## config.mk

```make
export PLATFORM = sky130hd
export DESIGN_NAME = lcd_bus_receiver_flat
export DESIGN_NICKNAME = d
export VERILOG_FILES = /design/src/rtl/lcd_pkg.sv /design/src/rtl/lcd_bus_if.sv /design/src/rtl/lcd_strobe_detect.sv /design/src/rtl/lcd_bus_receiver.sv /design/src/flat_wrapper.sv
export SDC_FILE = /design/constraint.sdc
export NUM_CORES = 1
export LEC_CHECK = 0
export CAP_MARGIN = 30
export CORE_MARGIN = 2
export CORE_UTILIZATION = 54
export CTS_CLUSTER_DIAMETER = 50
export CTS_CLUSTER_SIZE = 20
export DETAILED_ROUTE_END_ITERATION = 10
export GPL_ROUTABILITY_DRIVEN = 0
export GPL_TIMING_DRIVEN = 0
export PLACE_DENSITY = 0.79
export SYNTH_ARGS = -nofsm -noshare
export SYNTH_HDL_FRONTEND = slang
export SYNTH_SLANG_ARGS = --single-unit
```

## constraint.sdc

```tcl
create_clock -name clk -period 2 [get_ports clk]
set_input_delay 0.3 -clock clk [delete_from_list [all_inputs] [get_ports clk]]
set_output_delay 0.3 -clock clk [all_outputs]
set_load 0.005 [all_outputs]
```

## src/rtl/lcd_pkg.sv

```systemverilog
// Shared types and constants for the HD44780 4-bit bus receiver.
// Command codes are matched as (byte & MASK) == CODE, checked in priority order.
package lcd_pkg;

    localparam int unsigned ADDR_W = 5;
    localparam int unsigned NIB_W  = 4;
    localparam int unsigned BYTE_W = 8;

    typedef enum logic [1:0] {
        S_8BIT = 2'd0,
        S_HIGH = 2'd1,
        S_LOW  = 2'd2
    } lcd_state_e;

    typedef struct packed {
        logic             rs;
        logic [NIB_W-1:0] nibble;
    } lcd_nib_t;

    localparam logic [NIB_W-1:0] NIB_WAKE  = 4'h3;
    localparam logic [NIB_W-1:0] NIB_FUNC4 = 4'h2;

    localparam logic [BYTE_W-1:0] CMD_CLEAR        = 8'h01;
    localparam logic [BYTE_W-1:0] CMD_CLEAR_MASK   = 8'hFF;
    localparam logic [BYTE_W-1:0] CMD_HOME         = 8'h02;
    localparam logic [BYTE_W-1:0] CMD_HOME_MASK    = 8'hFE;
    localparam logic [BYTE_W-1:0] CMD_ENTRY        = 8'h04;
    localparam logic [BYTE_W-1:0] CMD_ENTRY_MASK   = 8'hFC;
    localparam logic [BYTE_W-1:0] CMD_DISPLAY      = 8'h08;
    localparam logic [BYTE_W-1:0] CMD_DISPLAY_MASK = 8'hF8;
    localparam logic [BYTE_W-1:0] CMD_DDRAM        = 8'h80;
    localparam logic [BYTE_W-1:0] CMD_DDRAM_MASK   = 8'h80;

    function automatic logic cmd_match(input logic [BYTE_W-1:0] b,
                                       input logic [BYTE_W-1:0] code,
                                       input logic [BYTE_W-1:0] mask);
        return (b & mask) == code;
    endfunction

endpackage

```

## src/rtl/lcd_bus_if.sv

```systemverilog
// HD44780 parallel bus as driven by the host MCU (4-bit mode uses db4-db7 only).
interface lcd_bus_if;
    logic db4;
    logic db5;
    logic db6;
    logic db7;
    logic rs;
    logic enable;

    modport master (output db4, db5, db6, db7, rs, enable);
    modport slave  (input  db4, db5, db6, db7, rs, enable);
endinterface

```

## src/rtl/lcd_strobe_detect.sv

```systemverilog
// Synchronizes the asynchronous LCD bus, rejects short enable pulses and
// emits a one-cycle strobe with the nibble/rs captured while enable was high.
module lcd_strobe_detect
    import lcd_pkg::*;
#(
    parameter int unsigned SYNC_STAGES      = 2,
    parameter int unsigned MIN_PULSE_CYCLES = 8
) (
    input  logic             clk,
    input  logic             rst,
    input  logic             enable,
    input  logic             rs,
    input  logic [NIB_W-1:0] nibble,
    output logic             strobe,
    output lcd_nib_t         strobe_nib
);

    localparam int unsigned SYNC_W = 2 + NIB_W;
    localparam int unsigned CNT_W  = $clog2(MIN_PULSE_CYCLES + 1);
    localparam logic [CNT_W-1:0] CNT_MAX = CNT_W'(MIN_PULSE_CYCLES);

    logic [SYNC_W-1:0] sync_q [SYNC_STAGES];
    logic              en_s;
    logic              en_d;
    logic              fall_c;
    logic [CNT_W-1:0]  cnt;
    lcd_nib_t          hold;
    lcd_nib_t          cur_s;

    // Enable, rs and data share one chain so they stay cycle-aligned.
    always_ff @(posedge clk) begin
        if (rst) begin
            for (int i = 0; i < SYNC_STAGES; i++) sync_q[i] <= '0;
        end else begin
            sync_q[0] <= {enable, rs, nibble};
            for (int i = 1; i < SYNC_STAGES; i++) sync_q[i] <= sync_q[i-1];
        end
    end

    assign en_s   = sync_q[SYNC_STAGES-1][SYNC_W-1];
    assign cur_s  = lcd_nib_t'(sync_q[SYNC_STAGES-1][SYNC_W-2:0]);
    assign fall_c = en_d & ~en_s;

    // cnt still holds the pulse length in the cycle enable drops.
    always_ff @(posedge clk) begin
        if (rst) begin
            en_d       <= 1'b0;
            cnt        <= '0;
            hold       <= '0;
            strobe     <= 1'b0;
            strobe_nib <= '0;
        end else begin
            en_d   <= en_s;
            strobe <= fall_c && (cnt == CNT_MAX);
            if (en_s) begin
                hold <= cur_s;
                if (cnt != CNT_MAX) cnt <= cnt + CNT_W'(1);
            end else begin
                cnt <= '0;
            end
            if (fall_c) strobe_nib <= hold;
        end
    end

endmodule

```

## src/rtl/lcd_bus_receiver.sv

```systemverilog
// HD44780-compatible bus receiver: 8-bit wake-up, 4-bit nibble pairing,
// and a minimal command/data decoder tracking the DDRAM cursor.
module lcd_bus_receiver
    import lcd_pkg::*;
#(
    parameter int unsigned SYNC_STAGES      = 2,
    parameter int unsigned MIN_PULSE_CYCLES = 8
) (
    input  logic              clk,
    input  logic              rst,
    lcd_bus_if.slave          bus,
    output logic [BYTE_W-1:0] byte_out,
    output logic              byte_rs,
    output logic              byte_valid,
    output logic              char_wr,
    output logic [BYTE_W-1:0] char_data,
    output logic [ADDR_W-1:0] char_addr,
    output logic [ADDR_W-1:0] cursor_addr,
    output logic              clear_seen,
    output logic              home_seen,
    output logic              display_on,
    output logic              mode_4bit,
    output logic              protocol_err
);

    logic              strobe;
    lcd_nib_t          snib;
    lcd_state_e        state;
    logic [1:0]        wake_cnt;
    logic [NIB_W-1:0]  hi_nib;
    logic              hi_rs;
    logic              incr;
    logic [BYTE_W-1:0] byte_c;

    lcd_strobe_detect #(
        .SYNC_STAGES      (SYNC_STAGES),
        .MIN_PULSE_CYCLES (MIN_PULSE_CYCLES)
    ) u_strobe (
        .clk        (clk),
        .rst        (rst),
        .enable     (bus.enable),
        .rs         (bus.rs),
        .nibble     ({bus.db7, bus.db6, bus.db5, bus.db4}),
        .strobe     (strobe),
        .strobe_nib (snib)
    );

    assign byte_c = {hi_nib, snib.nibble};

    // Protocol FSM plus command/data decode, all applied on the strobe cycle.
    always_ff @(posedge clk) begin
        if (rst) begin
            state        <= S_8BIT;
            wake_cnt     <= '0;
            hi_nib       <= '0;
            hi_rs        <= 1'b0;
            incr         <= 1'b1;
            byte_out     <= '0;
            byte_rs      <= 1'b0;
            byte_valid   <= 1'b0;
            char_wr      <= 1'b0;
            char_data    <= '0;
            char_addr    <= '0;
            cursor_addr  <= '0;
            clear_seen   <= 1'b0;
            home_seen    <= 1'b0;
            display_on   <= 1'b0;
            mode_4bit    <= 1'b0;
            protocol_err <= 1'b0;
        end else begin
            byte_valid   <= 1'b0;
            char_wr      <= 1'b0;
            clear_seen   <= 1'b0;
            home_seen    <= 1'b0;
            protocol_err <= 1'b0;
            if (strobe) begin
                case (state)
                    S_8BIT: begin
                        if (snib.nibble == NIB_WAKE) begin
                            if (wake_cnt != 2'd3) wake_cnt <= wake_cnt + 2'd1;
                        end else if (snib.nibble == NIB_FUNC4 && wake_cnt == 2'd3) begin
                            mode_4bit <= 1'b1;
                            state     <= S_HIGH;
                        end else begin
                            protocol_err <= 1'b1;
                            wake_cnt     <= '0;
                        end
                    end
                    S_HIGH: begin
                        hi_nib <= snib.nibble;
                        hi_rs  <= snib.rs;
                        state  <= S_LOW;
                    end
                    S_LOW: begin
                        state  <= S_HIGH;
                        hi_nib <= '0;
                        if (snib.rs != hi_rs) begin
                            protocol_err <= 1'b1;
                        end else begin
                            byte_out   <= byte_c;
                            byte_rs    <= hi_rs;
                            byte_valid <= 1'b1;
                            if (hi_rs) begin
                                char_wr     <= 1'b1;
                                char_data   <= byte_c;
                                char_addr   <= cursor_addr;
                                cursor_addr <= incr ? cursor_addr + ADDR_W'(1)
                                                    : cursor_addr - ADDR_W'(1);
                            end else if (cmd_match(byte_c, CMD_CLEAR, CMD_CLEAR_MASK)) begin
                                cursor_addr <= '0;
                                incr        <= 1'b1;
                                clear_seen  <= 1'b1;
                            end else if (cmd_match(byte_c, CMD_HOME, CMD_HOME_MASK)) begin
                                cursor_addr <= '0;
                                home_seen   <= 1'b1;
                            end else if (cmd_match(byte_c, CMD_ENTRY, CMD_ENTRY_MASK)) begin
                                incr <= byte_c[1];
                            end else if (cmd_match(byte_c, CMD_DISPLAY, CMD_DISPLAY_MASK)) begin
                                display_on <= byte_c[2];
                            end else if (cmd_match(byte_c, CMD_DDRAM, CMD_DDRAM_MASK)) begin
                                cursor_addr <= byte_c[ADDR_W-1:0];
                            end
                        end
                    end
                    default: state <= S_8BIT;
                endcase
            end
        end
    end

endmodule
```

## src/flat_wrapper.sv

```systemverilog
// flat-port wrapper written by rule: the top's interface ports become plain ports
module lcd_bus_receiver_flat import lcd_pkg::*;
#(
    parameter int unsigned SYNC_STAGES      = 2,
    parameter int unsigned MIN_PULSE_CYCLES = 8
)
  (clk, rst, byte_out, byte_rs, byte_valid, char_wr, char_data, char_addr, cursor_addr, clear_seen, home_seen, display_on, mode_4bit, protocol_err, bus_db4, bus_db5, bus_db6, bus_db7, bus_rs, bus_enable);
  lcd_bus_if bus_i ();
  input  logic clk;
  input  logic rst;
  output logic [BYTE_W-1:0] byte_out;
  output logic byte_rs;
  output logic byte_valid;
  output logic char_wr;
  output logic [BYTE_W-1:0] char_data;
  output logic [ADDR_W-1:0] char_addr;
  output logic [ADDR_W-1:0] cursor_addr;
  output logic clear_seen;
  output logic home_seen;
  output logic display_on;
  output logic mode_4bit;
  output logic protocol_err;
  input wire logic [$bits(bus_i.db4)-1:0] bus_db4;
  input wire logic [$bits(bus_i.db5)-1:0] bus_db5;
  input wire logic [$bits(bus_i.db6)-1:0] bus_db6;
  input wire logic [$bits(bus_i.db7)-1:0] bus_db7;
  input wire logic [$bits(bus_i.rs)-1:0] bus_rs;
  input wire logic [$bits(bus_i.enable)-1:0] bus_enable;
  assign bus_i.db4 = bus_db4;
  assign bus_i.db5 = bus_db5;
  assign bus_i.db6 = bus_db6;
  assign bus_i.db7 = bus_db7;
  assign bus_i.rs = bus_rs;
  assign bus_i.enable = bus_enable;
  lcd_bus_receiver #(.SYNC_STAGES(SYNC_STAGES), .MIN_PULSE_CYCLES(MIN_PULSE_CYCLES)) u_core (.clk(clk), .rst(rst), .bus(bus_i), .byte_out(byte_out), .byte_rs(byte_rs), .byte_valid(byte_valid), .char_wr(char_wr), .char_data(char_data), .char_addr(char_addr), .cursor_addr(cursor_addr), .clear_seen(clear_seen), .home_seen(home_seen), .display_on(display_on), .mode_4bit(mode_4bit), .protocol_err(protocol_err));
endmodule
```

==> impl_metrics.toml <==
[global_route]
grt_use_met1_pct = 26.78
grtUsageMet2_pct = 39.05
grt_pass1_vias = 2335
grt_pass1_wl_mm = 10.87
busiest_layer = "met2"
antenna_found_initial = 0
grt.total_usage_pct = 23.02
grt_max_degree = 13
grt_overflow = 0
grt_util_met3_pct = 4.419

[power]
swShare_pct = 20.36
vdd_drop_max_mv = 0.6042
internal-power_uw = 2169
switchingPower_uw = 554.3
power_frac_comb_pct = 2.3
power_density_nw_per_um2 = 734.2
leakage_uw = 0.001314
pwr-share-clk_pct = 44.5
pwr-share-seq_pct = 53.2

[cells_and_area]
drive_gt1_share_pct = 10.82
final_cells = 458
fillers = 407
nets = 403
regArea_um2 = 1448
finish.utilization_pct = 71.70
area_growth_pct = 25.81
antenna_cells = 0
final_cell_area_um2 = 3709
multi_input_area_um2 = 1424

[timing]
slew_viol_final = 0
slew_headroom_pct = 59.96
rsz0062_at_grt = "true"
final.setup_skew_ns = 0.006438
tns_ns = 0
fmax_mhz = 525.5
fin_crit_sh_pct = 95.16
period_needed_ns = 1.903
tightestPinTransition_ns = 0.6007
setup_slack_ns = 0.09687
final_hold_viol_count = 0
setup_violations = 0

[route]
drt_iter0_drc = 197
vias_per_cell = 5.319
drt_wl_total_mm = 6.376
wl_per_cell_um = 13.92
antenna_left = 0
dr.pass1.iters = 4
num_vias = 2436
drc_errors = 0

[logic_synthesis]
synthTopCellsByArea = "dfxtp_1, nand2_1, a21oi_1, nor2_1, mux2i_1"
synth_cell_types = 43
seq_area_frac_synth_pct = 48.90
synth.largest_area_cell = "dfxtp_1"
synth.most_common_cell = "dfxtp_1"
synth_warnings = 0
synth_seq_cells = 72
synth_top_area_share_pct = 48.90
ys_async_sr_fraction_pct = 0
netlist_instances = 332
synth_ff_type = "dfxtp_1"
syn_area_um2 = 2948
synth_area_per_cell_um2 = 8.879
synthTopCellsByCount = "dfxtp_1, nand2_1, nor2_1"
synth-edff-count = 0
syn_nets = 351

[clock_network]
clock_latency_ns = 0.35
path_clk_slew_ns = 0.07
cts_tree = "yes"
h-tree-depth = 3
cts_root_buf = "clkbuf_8"
cts-buffers-inserted = 9
clock_sinks = 72
cts_buffer_depth = 2
postCtsHoldBufs = 0

[worst_setup_path]
cp_slowest_stage_delay_ns = 0.39
path_buf_inv = 2
worstSetupPathType = "flip-flop to flip-flop"
start_kind = "flip-flop"
crit_required_ns = 2.26
cp-end-kind = "flip-flop"
cp.arrival_ns = 2.17
path_delay_family = "simple AND/OR/NAND/NOR gates"
crit_slowest_cell = "dfxtp_2"
cp_max_fo = 10
cp_cell_sequence = "inv_2, ha_1, nand3b_1, buf_2, nor2_1, nand3_1, nor3b_2"

[status]
status = "finished, final reports clean"

[die]
die_height_um = 77.89
ioPinCount = 42
initial_utilization_pct = 56.99
dieWidth_um = 77.89
core_area_um2 = 5172
fp-row-count = 26
dieArea_um2 = 6066

[placed_design]
place_area_um2 = 3446
port_buffers = 41
place_worst_setup_slack_ns = -0.1297
placedCellCount = 443
dp_hpwl_mm = 4.562

[worst_hold_path]
holdCritPathClass = "flip-flop to flip-flop"

[flow_run]
maxCapViolations = 0
[worst paths after layout]
path | from | to | slack (ns) | cells past startpoint
worst max-delay path | u_core.hi_rs$_SDFFE_PP0P_ | u_core.clear_seen$_SDFF_PP0_ | 0.1 | 7
worst min-delay path | u_core.u_strobe.sync_q[0][2]$_SDFF_PP0_ | u_core.u_strobe.sync_q[0][8]$_SDFF_PP0_ | 0.44 | 1
worst max register to register | u_core.hi_rs$_SDFFE_PP0P_ | u_core.clear_seen$_SDFF_PP0_ | 0.1 | 7
worst min register to register | u_core.u_strobe.sync_q[0][2]$_SDFF_PP0_ | u_core.u_strobe.sync_q[0][8]$_SDFF_PP0_ | 0.44 | 1
[kinds of logic after synthesis]
| logic type | synth area share (%) |
|---|---|
| compound gates | 13.12 |
| xor+xnor | 1.189 |
| fa+ha+maj | 4.924 |
| buf+inv | 4.202 |
| flops | 48.90 |
| mux | 4.414 |
| simple gates | 23.26 |
[per-stage QoR]
stage | total power, uW | hold slack, ns
5_1_grt | 2816 | 0.4524
3_5_place_dp | 1546 | 0.4264
3_3_place_gp | 1544 | 0.4167
4_1_cts | 2751 | 0.4441
2_1_floorplan | 1518 | 0.3841
6_report | 2723 | 0.4379
[placed cells by master (no fill, tap or decap), types with 3 or more instances in the layout]
cell	Yosys	routed
nor3b_1	6	5
inv_1	12	11
a211oi_2	2	3
nand2_1	57	56
clkdlybuf4s50_1	0	41
dfxtp_1	72	69
clkbuf_1	13	12
a21oi_1	35	35
clkbuf_8	0	9
buf_2	3	3
nor2b_1	16	16
nand3_1	6	6
nor2_1	37	36
ha_1	10	10
buf_1	4	4
mux2i_1	13	13
and2_1	3	3
[power by group through the flow]
stage / Clock (uW) / Combinational [uW] / Sequential [uW]
finish: 1210 / 62.0 / 1450
global route: 1300 / 68.8 / 1450
CTS: 1240 / 62.7 / 1450
detailed placement: 0 / 62.6 / 1480
global placement: 0 / 61.1 / 1480
floorplan: 0 / 36.2 / 1480
[area by class of cell]
class                   instances  area share [%]
flip-flops and latches         72           39.04
multi-input cells             228           38.39
repair buffers                 41           11.07
clock buffers                  10           3.441
well taps                      70           2.362
plain buffers                  20           2.260
clock inverters                 5           2.227
inverters                      12           1.215
[state kept, by name, indices dropped and copies added, names as in the netlist, 2 cells and up]
signal	cells
u_core.u_strobe.strobe_nib	5
u_core.state	2
u_core.u_strobe.hold	5
u_core.char_addr	5
u_core.cursor_addr	5
u_core.wake_cnt	2
u_core.hi_nib	4
u_core.u_strobe.cnt	4
u_core.u_strobe.sync_q	12
u_core.byte_out	8
u_core.char_data	8
[routing by layer]
metal  up-vias  routed length (um)
met2        74                3201
met1      1124                2687
met5         -                   0
li1       1222                   -
met3        16                 313
met4         0                 174
[what timing repair did]
action	CTS	global route
endpoints found under the setup margin	13	12
hold endpoints to repair	0	0
gates resized for setup	7	10
pin swaps	0	0
setup buffers	0	0
[worst reg2reg max path, cell delays in order, from the launching register on]
cell and delay [ns]:
dfxtp_2 0.39, inv_2 0.11, ha_1 0.33, nand3b_1 0.24
buf_2 0.23, nor2_1 0.18, nand3_1 0.12, nor3b_2 0.21
(Power assumes the default switching activity.)
==> RTL edit (config.mk and constraints unchanged) <==
`SYNC_STAGES` is set to 2 in 3 places; all go to 1.
--- a/src/rtl/lcd_strobe_detect.sv
+++ b/src/rtl/lcd_strobe_detect.sv
@@ -5,3 +5,3 @@
 #(
-    parameter int unsigned SYNC_STAGES      = 2,
+    parameter int unsigned SYNC_STAGES      = 1,
     parameter int unsigned MIN_PULSE_CYCLES = 8
--- a/src/rtl/lcd_bus_receiver.sv
+++ b/src/rtl/lcd_bus_receiver.sv
@@ -5,3 +5,3 @@
 #(
-    parameter int unsigned SYNC_STAGES      = 2,
+    parameter int unsigned SYNC_STAGES      = 1,
     parameter int unsigned MIN_PULSE_CYCLES = 8
--- a/src/flat_wrapper.sv
+++ b/src/flat_wrapper.sv
@@ -3,3 +3,3 @@
 #(
-    parameter int unsigned SYNC_STAGES      = 2,
+    parameter int unsigned SYNC_STAGES      = 1,
     parameter int unsigned MIN_PULSE_CYCLES = 8
Function: same outputs for any inputs over 10 cycles, from zero or initial values and one cycle with rst high; that may be too few to reach the edited logic, so the function may still have changed.
==> RTL edit against the unedited design <==
Setup slack worse by 0.023 ns; sequential cell count down 6; global-route usage is 0.58 points higher; wire length is 4.2% lower; final cell count fell by 3.5%; first-iteration DRC count is 21% lower; sequential power fell by 8%; combinational power rose by 7.6%; area after synthesis down 6.6%; power is 7.7% lower; clock power decreased by 7%; die area fell by 6.3%; design area decreased by 6.4%.
==> RTL edit: results (changes against the unedited design) <==
Post-synth ARST share 0% (unchanged); Clock Skew 0.0116 ns (was 0.00644 ns); delay-heaviest family, CP simple AND/OR/NAND/NOR gates (unchanged); Mapped Nets 337 (was 351); status completed (unchanged); P_leak 1.22 nW (was 1.31 nW); gr usage total 23.6% (was 23.0%); clk slew on worst S/H paths 0.07 ns (about the same); switch share 21.9% (was 20.4%); Netlist cell types 47 (was 43); number of global-route vias before repair 2160 (was 2335); Pre-Repair DR Iteration Count 5 (was 4); post-CTS setup buffer count 0 (unchanged); largest registers u_core.byte_out: 8 flops, u_core.char_data: 8 flops, u_core.u_strobe.sync_q: 6 flops (was u_core.u_strobe.sync_q: 12 flops, u_core.byte_out: 8 flops, u_core.char_data: 8 flops); Slowest-stage cell, CP ha_1 (was dfxtp_2); antenna violations before repair 0 (unchanged); HPWL Detailed 4.31 mm (was 4.56 mm); VDD IR max 0.661 mV (was 0.604 mV); # port buffers 41 (unchanged); layout cells sized above 1 10.9% (was 10.8%); pre-CTS setup slack -0.0710 ns (was -0.130 ns); synthesis-stage register bit count 66 (was 72); Clk Latency, worst-skew pair 0.34 ns; Synth area leaders dfxtp_1, nand2_1, a21oi_1, ha_1, nor2_1 (was dfxtp_1, nand2_1, a21oi_1, nor2_1, mux2i_1); slew margin rel. 59.5% (was 60.0%); initial DRC count 155 (was 197); number of H-tree levels 3 (unchanged); first-pass GRT wire length 10.0 mm (was 10.9 mm); HP Class reg -> reg (unchanged); Root Driver clkbuf_8 (unchanged); Worst Path Arrival 2.19 ns (was 2.17 ns); Hold Crit Start u_core.char_addr[0] (was u_core.u_strobe.sync_q[0][2]); largest net degree at the start of global routing 12 (was 13); synth cell count leaders nand2_1, dfxtp_1, a21oi_1, nor2_1, inv_1 (was dfxtp_1, nand2_1, nor2_1, a21oi_1, nor2b_1); DP Area 3250 µm² (was 3450 µm²); vias 2339 (was 2436); sequential fraction of the synthesis area 48.0% (was 48.9%); wire per inst 13.8 µm (was 13.9 µm); Crit Path Category reg -> reg (unchanged); Final Net Count 389 (was 403); yosys warns 0 (unchanged); Post-synth EDFFs 0 (unchanged); Crit path largest cell delay 0.34 ns (was 0.39 ns); CTS-repair resized insts 3 (was 7); Num CTS Buffers 9 (unchanged); worst path bufs/invs 3 (was 2); worst r2r src u_core.hi_rs (unchanged)
-- RTL edit: cell count changes after synthesis, moves of 3 or more --
cell	before	now
dfxtp_1	72	66
a21oi_1	35	41
a2111oi_0	3	0
and2_1	3	0
nor2_1	37	28
nor2b_1	16	8
clkbuf_1	13	10
nand2_1	57	69
mux2i_1	13	8
-- RTL edit: per-stage QoR --
| step | hold slack (ns) | util (%) | setup TNS [ns] | instances | power (mW) |
|---|---|---|---|---|---|
| 6_report | 0.455 | 72.1 | 0 | 442 | 2.51 |
| 5_1_grt | 0.472 | 72.1 | -0.0233 | 442 | 2.58 |
| 4_1_cts | 0.457 | 71.6 | 0 | 442 | 2.52 |
| 3_5_place_dp | 0.447 | 67.4 | -0.0840 | 426 | 1.43 |
| 3_3_place_gp | 0.442 | 67.4 | -0.0369 | 426 | 1.43 |
| 2_1_floorplan | 0.395 | - | 0 | 318 | 1.40 |
-- RTL edit: per-layer routing --
| metal | vias up | global-route usage, % | wire [µm] |
|---|---|---|---|
| li1 | 1177 | - | - |
| met1 | 1087 | 28.1 | 2610 |
| met2 | 65 | 41.2 | 3110 |
| met3 | 10 | 4.76 | 283 |
| met4 | 0 | 10.3 | 106 |
| met5 | - | 0 | 0 |
-- RTL edit: cell families (layout without fill, tap and decap cells) --
logic type / after synthesis / count (layout) / share of synthesized area (%)
buffers and inverters: 32 / 89 / 4.86
muxes: 10 / 10 / 3.73
adders and majority gates: 11 / 11 / 5.27
AOI/OAI and AO/OA: 60 / 60 / 14.0
xor gates and xnor gates: 4 / 4 / 1.27
DFF: 66 / 66 / 48.0
and+or+nand+nor: 135 / 135 / 22.9
-- RTL edit: worst paths after layout --
path | endpoint | slack, ns | cells past startpoint
max reg2reg | u_core.clear_seen | 0.07 | 8
min reg2reg | u_core.char_addr[0] | 0.45 | 2
min | u_core.char_addr[0] | 0.45 | 2
max | u_core.clear_seen | 0.07 | 8
-- RTL edit: area by class of cell --
| cell class | instances | area (µm²) |
|---|---|---|
| timing repair buffer | 41 | 410 |
| sequential | 66 | 1320 |
| clock buffer | 12 | 145 |
| clock inverter | 4 | 51.3 |
| tap | 67 | 83.8 |
| buffer | 19 | 96.3 |
| fill | 405 | 1350 |
| multi-input combinational | 220 | 1310 |
| inverter | 13 | 48.8 |
-- RTL edit: power by group through the flow --
stage,sequential [mW],clock (mW),combinational (mW)
after global placement,1.36,0,0.0651
after global routing,1.33,1.18,0.0743
after detailed placement,1.36,0,0.0662
final,1.33,1.12,0.0667
after floorplan,1.36,0,0.0390
after CTS,1.33,1.12,0.0667
-- RTL edit: tightest hold or removal path: stages (launching register included) --
cell     delay (ns)
dfxtp_1        0.31
nand2_1        0.05
a21oi_1        0.05
